## src/rtl/theta_slice_scheduler.sv

```systemverilog
// ---------------------------------------------------------------------------
// theta_slice_scheduler
//
// Turns per-revolution period measurements from the IR/theta counter into
// evenly spaced angular slice events for the column loader.
//
// A three-state lock FSM (UNLOCKED / ACQUIRE / LOCKED) checks that periods
// are in range and stable from one revolution to the next. Once locked,
// each period_ready restarts the revolution. The revolution is split into
// NUM_SLICES slices of period >> SLICE_W cycles each. The last slice also
// takes the truncation remainder. A watchdog drops lock when period_ready
// stops arriving.
//
// Optional feature (macro SLICE_PHASE_OFFSET_EN):
//   adds input phase_offset. It is sampled at each revolution start and
//   added modulo NUM_SLICES to the raw slice index, so the image can be
//   aligned to mechanical zero.
//
// Ports:
//   clk_in        in   system clock
//   rst_n_in      in   asynchronous active-low reset
//   period_ready  in   one-cycle strobe: new period, revolution restarts now
//   period        in   cycles in the last revolution (sampled with strobe)
//   phase_offset  in   slice index offset (only with SLICE_PHASE_OFFSET_EN)
//   slice_valid   out  slice_idx is valid
//   slice_ready   in   consumer accepts the slice this cycle
//   slice_idx     out  registered slice number
//   locked        out  high while in LOCKED
//   overrun_count out  saturating count of slices replaced before acceptance
// ---------------------------------------------------------------------------
module theta_slice_scheduler #(
    parameter int THETA_RES  = 27,
    parameter int SLICE_W    = 6,
    parameter int MIN_PERIOD = 1_000_000,
    parameter int MAX_PERIOD = 100_000_000,
    parameter int TOL_SHIFT  = 4,
    parameter int LOCK_COUNT = 4      // expected >= 2
) (
    input  logic                 clk_in,
    input  logic                 rst_n_in,
    input  logic                 period_ready,
    input  logic [THETA_RES-1:0] period,
`ifdef SLICE_PHASE_OFFSET_EN
    input  logic [SLICE_W-1:0]   phase_offset,
`endif
    output logic                 slice_valid,
    input  logic                 slice_ready,
    output logic [SLICE_W-1:0]   slice_idx,
    output logic                 locked,
    output logic [7:0]           overrun_count
);

    localparam int LEN_W = THETA_RES - SLICE_W;
    localparam int ACQ_W = $clog2(LOCK_COUNT + 1);

    localparam logic [THETA_RES-1:0] MIN_P  = THETA_RES'(MIN_PERIOD);
    localparam logic [THETA_RES-1:0] MAX_P  = THETA_RES'(MAX_PERIOD);
    localparam logic [THETA_RES-1:0] WD_LIM = THETA_RES'(MAX_PERIOD + 1);
    localparam logic [ACQ_W-1:0]     LOCK_N = ACQ_W'(LOCK_COUNT);
    localparam logic [SLICE_W-1:0]   LAST_IDX = '1;

    typedef enum logic [1:0] {
        ST_UNLOCKED = 2'd0,
        ST_ACQUIRE  = 2'd1,
        ST_LOCKED   = 2'd2
    } state_t;

    state_t               state_q, state_d;
    logic [ACQ_W-1:0]     acq_cnt_q, acq_cnt_d;
    logic [THETA_RES-1:0] prev_period_q, prev_period_d;
    logic [THETA_RES-1:0] wdog_q, wdog_d;
    logic [LEN_W-1:0]     slice_len_q, slice_len_d;
    logic [LEN_W-1:0]     in_cnt_q, in_cnt_d;
    logic [SLICE_W-1:0]   raw_idx_q, raw_idx_d;
    logic                 slice_valid_q, slice_valid_d;
    logic [SLICE_W-1:0]   slice_idx_q, slice_idx_d;
    logic [7:0]           overrun_q, overrun_d;

    logic                 period_ok, in_tol, wdog_expired;
    logic [THETA_RES-1:0] diff;
    logic                 start_rev, drop;
    logic [LEN_W-1:0]     len_new;
    logic [SLICE_W-1:0]   phase_new, phase_cur;

    // ---------------- phase offset ----------------
`ifdef SLICE_PHASE_OFFSET_EN
    logic [SLICE_W-1:0] phase_q, phase_d;

    always_comb begin
        phase_d = start_rev ? phase_offset : phase_q;
    end

    always_ff @(posedge clk_in or negedge rst_n_in) begin
        if (!rst_n_in) phase_q <= '0;
        else           phase_q <= phase_d;
    end

    // The first slice of a revolution uses the offset being sampled now.
    assign phase_new = phase_offset;
    assign phase_cur = phase_q;
`else
    assign phase_new = '0;
    assign phase_cur = '0;
`endif

    // ---------------- period qualification / watchdog ----------------
    always_comb begin
        period_ok    = (period >= MIN_P) && (period <= MAX_P);
        diff         = (period >= prev_period_q) ? (period - prev_period_q)
                                                 : (prev_period_q - period);
        in_tol       = (diff <= (prev_period_q >> TOL_SHIFT));
        wdog_expired = (wdog_q == WD_LIM);
        len_new      = period[THETA_RES-1:SLICE_W];
        if (len_new == '0) len_new = LEN_W'(1);

        prev_period_d = period_ready ? period : prev_period_q;
        // Loaded with 1 on the strobe, so wdog_q equals the number of cycles
        // elapsed since the last period_ready. It holds at WD_LIM.
        if (period_ready)      wdog_d = THETA_RES'(1);
        else if (wdog_expired) wdog_d = wdog_q;
        else                   wdog_d = wdog_q + THETA_RES'(1);
    end

    // ---------------- FSM: next state ----------------
    always_comb begin
        state_d   = state_q;
        acq_cnt_d = acq_cnt_q;
        start_rev = 1'b0;
        unique case (state_q)
            ST_UNLOCKED: begin
                if (period_ready && period_ok) begin
                    state_d   = ST_ACQUIRE;
                    acq_cnt_d = ACQ_W'(1);
                end
            end
            ST_ACQUIRE: begin
                if (period_ready) begin
                    if (period_ok && in_tol) begin
                        acq_cnt_d = acq_cnt_q + ACQ_W'(1);
                        if (acq_cnt_d == LOCK_N) begin
                            state_d   = ST_LOCKED;
                            start_rev = 1'b1;
                        end
                    end else if (period_ok) begin
                        // A valid but jumped period becomes the new reference.
                        acq_cnt_d = ACQ_W'(1);
                    end else begin
                        state_d   = ST_UNLOCKED;
                        acq_cnt_d = '0;
                    end
                end else if (wdog_expired) begin
                    state_d   = ST_UNLOCKED;
                    acq_cnt_d = '0;
                end
            end
            ST_LOCKED: begin
                if (period_ready) begin
                    if (period_ok && in_tol) begin
                        start_rev = 1'b1;
                    end else begin
                        state_d   = ST_UNLOCKED;
                        acq_cnt_d = '0;
                    end
                end else if (wdog_expired) begin
                    state_d   = ST_UNLOCKED;
                    acq_cnt_d = '0;
                end
            end
            default: begin
                state_d   = ST_UNLOCKED;
                acq_cnt_d = '0;
            end
        endcase
        drop = (state_d == ST_UNLOCKED);
    end

    // ---------------- FSM: outputs ----------------
    always_comb begin
        locked = (state_q == ST_LOCKED);
    end

    // ---------------- slice generator / handshake ----------------
    always_comb begin
        logic pending, boundary, bump;
        pending  = slice_valid_q & ~slice_ready;
        boundary = (state_q == ST_LOCKED) && (raw_idx_q != LAST_IDX) &&
                   (in_cnt_q == slice_len_q);
        bump     = 1'b0;

        slice_len_d   = slice_len_q;
        in_cnt_d      = in_cnt_q;
        raw_idx_d     = raw_idx_q;
        slice_valid_d = pending;          // valid drops after acceptance
        slice_idx_d   = slice_idx_q;
        overrun_d     = overrun_q;

        if (drop) begin
            slice_valid_d = 1'b0;
        end else if (start_rev) begin
            slice_len_d   = len_new;
            in_cnt_d      = LEN_W'(1);
            raw_idx_d     = '0;
            slice_valid_d = 1'b1;
            slice_idx_d   = phase_new;
            bump          = pending;
        end else if (state_q == ST_LOCKED) begin
            if (boundary) begin
                in_cnt_d      = LEN_W'(1);
                raw_idx_d     = raw_idx_q + SLICE_W'(1);
                slice_valid_d = 1'b1;
                slice_idx_d   = raw_idx_q + SLICE_W'(1) + phase_cur;
                bump          = pending;
            end else if (raw_idx_q != LAST_IDX) begin
                // The last slice runs until the next strobe, so the counter
                // freezes there instead of wrapping.
                in_cnt_d = in_cnt_q + LEN_W'(1);
            end
        end

        if (bump && (overrun_q != 8'hFF)) overrun_d = overrun_q + 8'd1;
    end

    // ---------------- state register ----------------
    always_ff @(posedge clk_in or negedge rst_n_in) begin
        if (!rst_n_in) begin
            state_q       <= ST_UNLOCKED;
            acq_cnt_q     <= '0;
            prev_period_q <= '0;
            wdog_q        <= '0;
            slice_len_q   <= '0;
            in_cnt_q      <= '0;
            raw_idx_q     <= '0;
            slice_valid_q <= 1'b0;
            slice_idx_q   <= '0;
            overrun_q     <= '0;
        end else begin
            state_q       <= state_d;
            acq_cnt_q     <= acq_cnt_d;
            prev_period_q <= prev_period_d;
            wdog_q        <= wdog_d;
            slice_len_q   <= slice_len_d;
            in_cnt_q      <= in_cnt_d;
            raw_idx_q     <= raw_idx_d;
            slice_valid_q <= slice_valid_d;
            slice_idx_q   <= slice_idx_d;
            overrun_q     <= overrun_d;
        end
    end

    assign slice_valid   = slice_valid_q;
    assign slice_idx     = slice_idx_q;
    assign overrun_count = overrun_q;

endmodule

```

## config.mk

```make
export PLATFORM = sky130hd
export DESIGN_NAME = theta_slice_scheduler
export DESIGN_NICKNAME = d
export VERILOG_FILES = /design/src/rtl/theta_slice_scheduler.sv
export SDC_FILE = /design/constraint.sdc
export NUM_CORES = 1
export LEC_CHECK = 0
export CORE_AREA = 2 2 134 136
export DETAILED_ROUTE_END_ITERATION = 10
export DIE_AREA = 0 0 136 138
export MAX_ROUTING_LAYER = met4
export PLACE_DENSITY_LB_ADDON = 0.3
export SETUP_SLACK_MARGIN = 0.5
export SYNTH_ARGS = -nofsm -noshare
export SYNTH_HDL_FRONTEND = slang
export SYNTH_SLANG_ARGS = --single-unit
```

## constraint.sdc

```tcl
create_clock -name clk_in -period 10.7 [get_ports clk_in]
set_clock_uncertainty 0.2 [all_clocks]
set_input_delay 2.14 -clock clk_in [delete_from_list [all_inputs] [get_ports clk_in]]
set_output_delay 2.14 -clock clk_in [all_outputs]
set_load 0.005 [all_outputs]
```

* Yosys cells after proc, flatten, opt, wreduce, memory -nomap -nowiden *
Cells that the tools add are included.

word-level totals
  register bits = 116
  latch bits = 0
  bits in writable memories = 0
  memory bits (read-only) = 0
  input bits = 31
  output and inout port bits = 16
  logic and storage cells = 91
  memories kept = 0

operators by class
  $add $sub $neg = 7
  multipliers = 0
  div/mod/pow operators = 0
  order comparisons = 4
  equal/unequal tests = 10
  shifts and indexed selects = 0
  mux-type cells = 42
  bitwise logic cells = 3
  reduce and logical (&&, ||, !) cells = 16

operators by type and width
  kind                                                                     count
  21-bit 2-to-1 mux                                                        5
  27-bit 2-to-1 mux                                                        3
  27-bit subtractor                                                        2
  27-bit by 1-bit adder with 27-bit output, second input constant          1
  27-bit equality test, second input constant                              1
  27-bit by 20-bit >= comparator with 1-bit output, second input constant  1
  27-bit >= comparator                                                     1
  27-bit by 23-bit less-or-equal comparator with 1-bit output              1
  27-bit less-or-equal comparator, second input constant                   1
  21-bit by 1-bit adder with 21-bit output, second input constant          1
  21-bit equality test                                                     1
  21-bit zero test                                                         1
  3-bit 2-to-1 mux                                                         6
  6-bit 2-to-1 mux                                                         3
  2-bit 2-to-1 mux                                                         8
  1-bit 2-to-1 mux                                                         14
  3-bit case mux with 3 select lines                                       1
  8-bit by 1-bit adder with 8-bit output, second input constant            1
  8-bit inequality test, second input constant                             1
  6-bit by 1-bit adder with 6-bit output, second input constant            1
  1-bit logical AND                                                        6
  6-bit inequality test, second input constant                             1
  2-bit case mux with 3 select lines                                       1
  3-bit AND reduction                                                      2
  13 further kinds                                                         18

* Depth between registers and ports, before layout *
Gate-level depths: netlist of run 1.

  depth after elaboration = 10
  mapped depth = 30

* Worst setup path before layout of run 1 *
OpenSTA, ideal clock, no wires.

  path kind = input to register
  start = input port period[24]
  end = register slice_len_q[0]
  setup time = 0.128 ns
  arrival = 7.654 ns
  required time = 10.372 ns
  slack = 2.718 ns
  stages = 29
  cells stage by stage = inv_1 ha_1 clkbuf_1 nand4_1 nor4_1 a221oi_1 o221ai_1 nor2_1 clkbuf_1 mux2i_1 a221o_1 nand2_1 a21oi_1 a211oi_1 xnor2_1 ha_1 a21o_1 a211oi_1 nor4b_1 o211ai_1 a311oi_2 nor4b_2 o22a_1 and2_1 buf_6 mux2i_1 nor3_2 buf_4 mux2_1

on the way
  word-level cells in the longest chain between the ends = 10

ends and longest elaborated chain
  what                                                         line      source
  from (decl)                                                  42        input logic [THETA_RES-1:0] period,
  27-bit subtractor (tied with other cells)                    110       : (prev_period_q - period);
  27-bit 2-to-1 mux                                            109       diff = (period >= prev_period_q) ? (period - prev_period_q)
  27-bit by 23-bit less-or-equal comparator with 1-bit output  111       in_tol = (diff <= (prev_period_q >> TOL_SHIFT));
  1-bit logical AND                                            138, 158
  2-bit 2-to-1 mux (on tied branches)                          158, 138
  2-bit 2-to-1 mux (on tied branches)                          157, 137
  2-bit case mux with 3 select lines                           129       unique case (state_q)
  2-bit zero test                                              174       drop = (state_d == ST_UNLOCKED);
  1-bit inverter (no line)                                     n/a
  2-bit AND reduction (no line)                                n/a
  to (signal assigned)                                         241       slice_len_q <= slice_len_d;
  to (decl)                                                    72        logic [LEN_W-1:0] slice_len_q, slice_len_d;

Several ways; a longest one is shown, not always the timed one.
A chain may end at the register's enable or synchronous reset.

* Final worst setup path of run 1 *
  start = input port period[19]
  end = register in_cnt_q[1]

on the way
  word-level cells in the longest chain between the ends = 10

ends and longest elaborated chain
  what                                                         line      source
  27-bit subtractor (tied with other cells)                    110
  27-bit 2-to-1 mux                                            109
  27-bit by 23-bit less-or-equal comparator with 1-bit output  111
  1-bit logical AND                                            138, 158
  2-bit 2-to-1 mux (on tied branches)                          158, 138
  2-bit 2-to-1 mux (on tied branches)                          157, 137
  2-bit case mux with 3 select lines                           129
  2-bit zero test                                              174
  1-bit inverter (no line)                                     n/a
  3-bit AND reduction (no line)                                n/a
  to (signal assigned)                                         242       in_cnt_q <= in_cnt_d;
  to (decl)                                                    73        logic [LEN_W-1:0] in_cnt_q, in_cnt_d;

Several ways; a longest one is shown, not always the timed one.

==> results of run 1 <==
## kinds of logic (layout without fill, tap and decap cells)
group / count (synthesis) / after routing / synth area share (%)
simple gates: 353 / 353 / 18.8
compound gates: 316 / 316 / 21.3
buf+inv: 129 / 165 / 5.59
flops: 116 / 116 / 31.1
fa+ha+maj: 89 / 89 / 12.1
xor+xnor: 73 / 73 / 6.85
mux: 37 / 37 / 4.30
## sequential cells by signal, summed over array words and instances (netlist names)
signal / cells
acq_cnt_q: 3
in_cnt_q: 21
overrun_count: 8
prev_period_q: 27
slice_idx: 6
slice_len_q: 21
slice_valid: 1
state_q: 2
wdog_q: 27
## report_power, final
group	switching, mW	internal [mW]
Clock	0.226	0.320
Combinational	0.351	0.208
Sequential	0.0197	0.459
## stage by stage
| step | instance area (um^2) | std cells | hold slack [ns] | util (%) | setup slack, ns |
|---|---|---|---|---|---|
| after floorplan | 9340 | 1113 | 0.266 | - | 2.72 |
| after global placement | 9920 | 1346 | 0.280 | 56.6 | 0.962 |
| after detailed placement | 9920 | 1346 | 0.282 | 56.6 | 0.763 |
| after CTS | 10500 | 1378 | 0.291 | 59.8 | 1.20 |
| after global routing | 10500 | 1378 | 0.315 | 59.8 | 0.550 |
| final | 10500 | 1378 | 0.290 | 59.8 | 1.10 |
## worst max-delay path: cells and delay by family
kind | cells | cell delay, ns
XOR/XNOR | 1 | 0.19
AO/OA/AOI/OAI | 10 | 2.42
AND/OR/NAND/NOR | 6 | 2.12
buffers and inverters | 3 | 1.02
multiplexers | 3 | 1.07
adder cells (fa/ha/maj) | 2 | 0.75
## per-layer routing
metal  vias up  GRT usage, %  part of all wire (%)
li1       4074             -                     -
met1      3975          39.0                    46
met2       286          44.0                    46
met3        45          5.65                   6.0
met4         0          9.48                   2.5
met5         -             -                     0
## layout make-up
class,count,share of cell area [%]
clock inverter,15,1.28
tap,229,2.73
inverter,80,2.87
multi-input combinational,868,56.5
sequential,116,27.7
timing repair buffer,53,4.82
clock buffer,17,4.06
## cell usage in the layout (no fill, tap or decap), drive strengths merged, types with 4 or more instances in the layout
| master | count |
|---|---|
| dfrtp | 116 |
| nand2 | 104 |
| o21ai | 93 |
| ha | 87 |
| inv | 83 |
| a21oi | 78 |
| nor2 | 76 |
| xor2 | 47 |
| clkdlybuf4s50 | 44 |
| nand4 | 30 |
| a31oi | 27 |
| nand3 | 26 |
| xnor2 | 26 |
| mux2 | 25 |
| and3 | 24 |
| nand2b | 22 |
| a41oi | 17 |
| clkbuf | 17 |
| nor3 | 17 |
| or3 | 16 |
| a211oi | 13 |
| nor4 | 12 |
| mux2i | 12 |
| o21a | 11 |
| a21o | 9 |
| o211ai | 9 |
| buf | 9 |
| o31ai | 7 |
| o22ai | 6 |
| and2 | 6 |
| clkinvlp | 6 |
| a221oi | 5 |
| o221ai | 5 |
| nor4b | 5 |
| clkinv | 5 |
| a211o | 4 |
| a22oi | 4 |
## worst paths after layout
kind / to / cells after the start
max in group asynchronous: prev_period_q[7] / 2
min reg2reg: overrun_count[5] / 1
min: overrun_count[5] / 1
max reg2reg: in_cnt_q[1] / 23
min in group asynchronous: overrun_count[2] / 1
max: in_cnt_q[1] / 25
==> results.json, run 1 <==
{
  "drc_violation_count_after_routing": 0,
  "rsz_0062_raised_after_global_routing": "no",
  "cts_resized": 0,
  "design_power_total_mw": 1.58,
  "grt_first_pass_wirelength_um": 42300,
  "crit_path_start_kind": "input port",
  "first_global_vias": 8106,
  "clock_sinks": 116,
  "worst-path-max-fanout": 26,
  "setup.worst_path.start": "period[19]",
  "final_net_count": 1256,
  "max_clock_buf_depth": 2,
  "p_per_area_nw_per_um2": 151,
  "cp_slowest_cell": "clkdlybuf4s50_1",
  "n_fill_cell": 1575,
  "postCtsSetupRepairBufs": 0,
  "yosys_warnings": 0,
  "detailedPlacementHpwl_um": 19000,
  "run_status": "completed",
  "latest_clock_arrival_within_the_worst_skew_pair_ns": 0.43,
  "yosys.cell_count.top_type": "dfrtp_1",
  "synth.cells.most_frequent": "dfrtp_1 (116), nand2_1 (104), o21ai_0 (89), ha_1 (87), inv_1 (80)",
  "postSynth.topFlopCell": "dfrtp_1",
  "timing.final.setup_violations": 0,
  "synth_area_um2": 9340,
  "cts.hold.buffers_added": 0,
  "arrival_ns": 9.75,
  "achievable-frequency_mhz": 104,
  "max_cap_violations": 0,
  "synth.top_cells.by_area": "dfrtp_1 (31%), ha_1 (12%), o21ai_0 (4.8%)",
  "setup-tns-final_ns": 0,
  "post_drt_via_cell_ratio": 6.08,
  "grt_antenna_before_repair": 0,
  "antenna_cells": 0,
  "cts_tree": "yes",
  "synth.largest_area_cell": "dfrtp_1",
  "required_ns": 10.85,
  "final.min_clock_period_ns": 9.60,
  "synth_edf_count": 0,
  "fp.dieW_um": 136,
  "die_height_um": 138,
  "first_pass_iters": 6,
  "grt_start_max_net_pins": 90,
  "final_max_slew_viol_count": 0,
  "initial_core_util_pct": 53.3,
  "hold_path_startpoint": "overrun_count[5]",
  "synth.lib_cells_used.distinct": 67,
  "ys_ff_latch": 116,
  "clk_pin_slew_ns": 0.06,
  "multi_input_area_um2": 5920,
  "synth_fp_nets": 1233,
  "worst-slew-pin-transition_ns": 1.15,
  "timing.critical_path.to_type": "register",
  "synth-seq-area-share_pct": 31.1,
  "final_antenna_net_count": 0,
  "die_area_um2": 18800,
  "finalCritPeriodShare_pct": 89.8,
  "regToRegStartpoint": "prev_period_q[23]",
  "final-hold-violation-count": 0,
  "route.vias.total": 8380,
  "hold_class": "register to register",
  "grt_use_total_pct": 29.0,
  "seqCellArea_um2": 2900,
  "post_synth_inst_count": 1113,
  "portion_of_synthesized_cell_area_occupied_by_the_leading_cell_type_pct": 31.1,
  "worstSetupPathType": "input port to register",
  "drt_iter0_drcs": 726,
  "synth_area_per_cell_um2": 8.39,
  "gp_congestion": 0.980,
  "routed_len_inst_um": 18.6,
  "crit_path_max_incr_delay_ns": 0.65,
  "r2r_slack_ns": 3.12,
  "flow.area_growth_from_synthesis_pct": 12.2,
  "ctsHtreeMaxLevel": 4,
  "root_buffer_cell": "clkbuf_16",
  "floorplan.rows": 49,
  "layout-drive-gt1-share_pct": 4.87,
  "route.final.wire_length_um": 25600,
  "relative_slew_margins_pct": 23.2,
  "num_ports": 47,
  "grt_overflow_total": 0,
  "place.port_buffers": 46,
  "cts_inserted_buffers": 17,
  "floorplan.core_area_um2": 17500,
  "leakage_power_nw": 4.86,
  "ir_worst_vdd_mv": 0.124,
  "synth_async_sr_flop_share_pct": 100
}
Note: power is estimated with default switching activity, not from simulation.
==> run 2: changes to the inputs <==
Settings changed: CORE_AREA 2 2 134 136 to 2 2 138 140, DIE_AREA 0 0 136 138 to 0 0 140 142.
==> results.json, run 2 (same netlist as run 1, synthesis figures left out) <==
{
  "run_status": "finished with violations",
  "violations": "design-rule violations",
  "final.min_clock_period_ns": 9.67,
  "latest_clock_arrival_within_the_worst_skew_pair_ns": 0.43,
  "power_frac_comb_pct": 34.9,
  "n_fill_cell": 1656,
  "flow.area_growth_from_synthesis_pct": 13.2,
  "p_per_area_nw_per_um2": 154,
  "drt_iter0_drcs": 814,
  "crit_path_max_incr_delay_ns": 0.67,
  "root_buffer_cell": "clkbuf_16",
  "r2r_slack_ns": 3.12,
  "route.vias.total": 8456,
  "die_area_um2": 19900,
  "postPlaceCellArea_um2": 9960,
  "grt_overflow_total": 0,
  "worstSetupPathType": "input port to register",
  "crit_path_start_kind": "input port",
  "mostFrequentLayoutCell": "dfrtp_1",
  "design_power_total_mw": 1.63,
  "detailedPlacementHpwl_um": 18800,
  "sequentialPowerShare_pct": 29.4,
  "fp.dieW_um": 140,
  "antenna_cells": 0,
  "timing.final.setup_violations": 0,
  "regToRegStartpoint": "prev_period_q[23]",
  "required_ns": 10.81,
  "initial_core_util_pct": 50.6,
  "clk_pin_slew_ns": 0.06,
  "final_antenna_net_count": 0,
  "final-hold-violation-count": 0,
  "leakage_power_nw": 4.91,
  "rsz_0062_raised_after_global_routing": "no",
  "intPower_mw": 1.03,
  "cp_slowest_cell": "clkdlybuf4s50_1",
  "cts.hold.buffers_added": 0,
  "timing.critical_path.to_type": "register",
  "finalCritPeriodShare_pct": 90.3,
  "first_global_vias": 7972,
  "ctsHtreeMaxLevel": 4,
  "worst-path-max-fanout": 25,
  "layout_top_registers": "prev_period_q x27, wdog_q x27",
  "die_height_um": 142,
  "final_util_pct": 57.3,
  "num_ports": 47,
  "max_cap_violations": 0,
  "clock_sinks": 116,
  "arrival_ns": 9.78,
  "worst-slew-pin-transition_ns": 1.17,
  "layout-drive-gt1-share_pct": 5.21,
  "place.port_buffers": 46,
  "cts_tree": "yes",
  "post_drt_via_cell_ratio": 6.10,
  "netSwitchingPower_mw": 0.599,
  "hold_depth": 1,
  "first_pass_iters": 8,
  "routed_len_inst_um": 18.3,
  "grt_use_total_pct": 26.9,
  "hold_class": "register to register",
  "reg2reg_depth": 25,
  "floorplan.core_area_um2": 18500,
  "route.final.wire_length_um": 25300,
  "final_net_count": 1259,
  "post-route-cell-area_um2": 10600,
  "final_cell_mix": "dfrtp_1 (116), nand2_1 (104), o21ai_0 (89), ha_1 (87), inv_1 (80)",
  "p_sw_share_pct": 36.8,
  "setup-tns-final_ns": 0,
  "hold_path_startpoint": "overrun_count[5]",
  "reg2reg_to": "overrun_count[1]",
  "grt_start_max_net_pins": 90,
  "relative_slew_margins_pct": 21.7,
  "grt_first_pass_wirelength_um": 41800,
  "critPathBufInv": 3,
  "final_max_slew_viol_count": 0,
  "cts_inserted_buffers": 17,
  "worst_hold_path.endpoint": "overrun_count[5]",
  "drc_violation_count_after_routing": 4,
  "ir_worst_vdd_mv": 0.118,
  "critical-path-top-delay-family": "simple AND/OR/NAND/NOR gates",
  "max_clock_buf_depth": 2,
  "power.share.clock_pct": 35.7,
  "achievable-frequency_mhz": 103,
  "gp_congestion": 1.03,
  "grt_antenna_before_repair": 0,
  "floorplan.rows": 50
}
## run 2: cell count changes in the layout (fill, tap and decap cells not counted)
cell | before | now
buf_4 | 8 | 10
nor4_2 | 0 | 1
bufinv_16 | 1 | 2
clkinv_4 | 2 | 4
buf_12 | 0 | 1
clkbuf_8 | 0 | 2
clkinv_2 | 3 | 1
nor4_1 | 12 | 11
clkinvlp_4 | 6 | 3
## run 2: timing repair
action	CTS	global route
gates resized for setup	0	1
setup endpoints to repair	0	34
buffers inserted	0	0
## run 2: worst max path at each step
stage          slack [ns]          endpoint  depth (start not counted)        from
2_1_floorplan        2.72    slice_len_q[0]                         29  period[24]
3_3_place_gp         0.59  overrun_count[1]                         27  period[23]
3_5_place_dp         0.53      slice_idx[4]                         27  period[23]
4_1_cts              0.98      slice_idx[4]                         27  period[23]
5_1_grt              0.57       in_cnt_q[1]                         27  period[23]
6_report             1.03  overrun_count[1]                         27  period[19]
## run 2: metrics by stage
stage | cells | setup slack, ns | hold slack (ns)
final | 1386 | 1.03 | 0.296
after global routing | 1386 | 0.572 | 0.317
after CTS | 1386 | 0.976 | 0.294
after detailed placement | 1354 | 0.527 | 0.286
after global placement | 1354 | 0.593 | 0.279
after floorplan | 1113 | 2.72 | 0.266
## run 2: area by class of cell
type,count,area [um^2],area share (%)
clock buffer,19,453,4.29
tap,234,293,2.77
timing repair buffer,56,541,5.11
sequential,116,2900,27.5
clock inverter,13,149,1.41
inverter,80,300,2.84
multi-input combinational,868,5930,56.1
## run 2: metal layers
metal  up-vias  GRT usage [%]  wire length, um
met5         -              -                0
met4         0           7.34              501
met3        36           4.98             1610
met2       294           41.7            11400
met1      4045           36.5            11800
li1       4081              -                -
## run 2: power groups by stage
stage	registers (mW)	clock network, mW	logic, mW
floorplan	0.482	0	0.390
global placement	0.486	0	0.545
detailed placement	0.487	0	0.552
CTS	0.479	0.593	0.557
global route	0.483	0.608	0.626
finish	0.479	0.581	0.570
## run 2: worst register-to-register path: stages (launching register included)
cell	delay [ns]
dfrtp_1	0.39
ha_1	0.53
nand4_1	0.26
nor4_2	0.48
a221oi_1	0.18
o221a_2	0.17
nand2_1	0.38
mux2i_1	0.24
a221o_1	0.41
nand2_1	0.10
a21oi_1	0.07
a211oi_1	0.26
xnor2_1	0.16
ha_1	0.28
a21o_1	0.21
a211oi_1	0.34
nor4b_1	0.34
o211ai_1	0.17
a311oi_2	0.32
nor4b_2	0.24
o22a_1	0.22
and2_1	0.42
mux2_2	0.40
buf_4	0.22
nand3_1	0.14
mux2_2	0.35
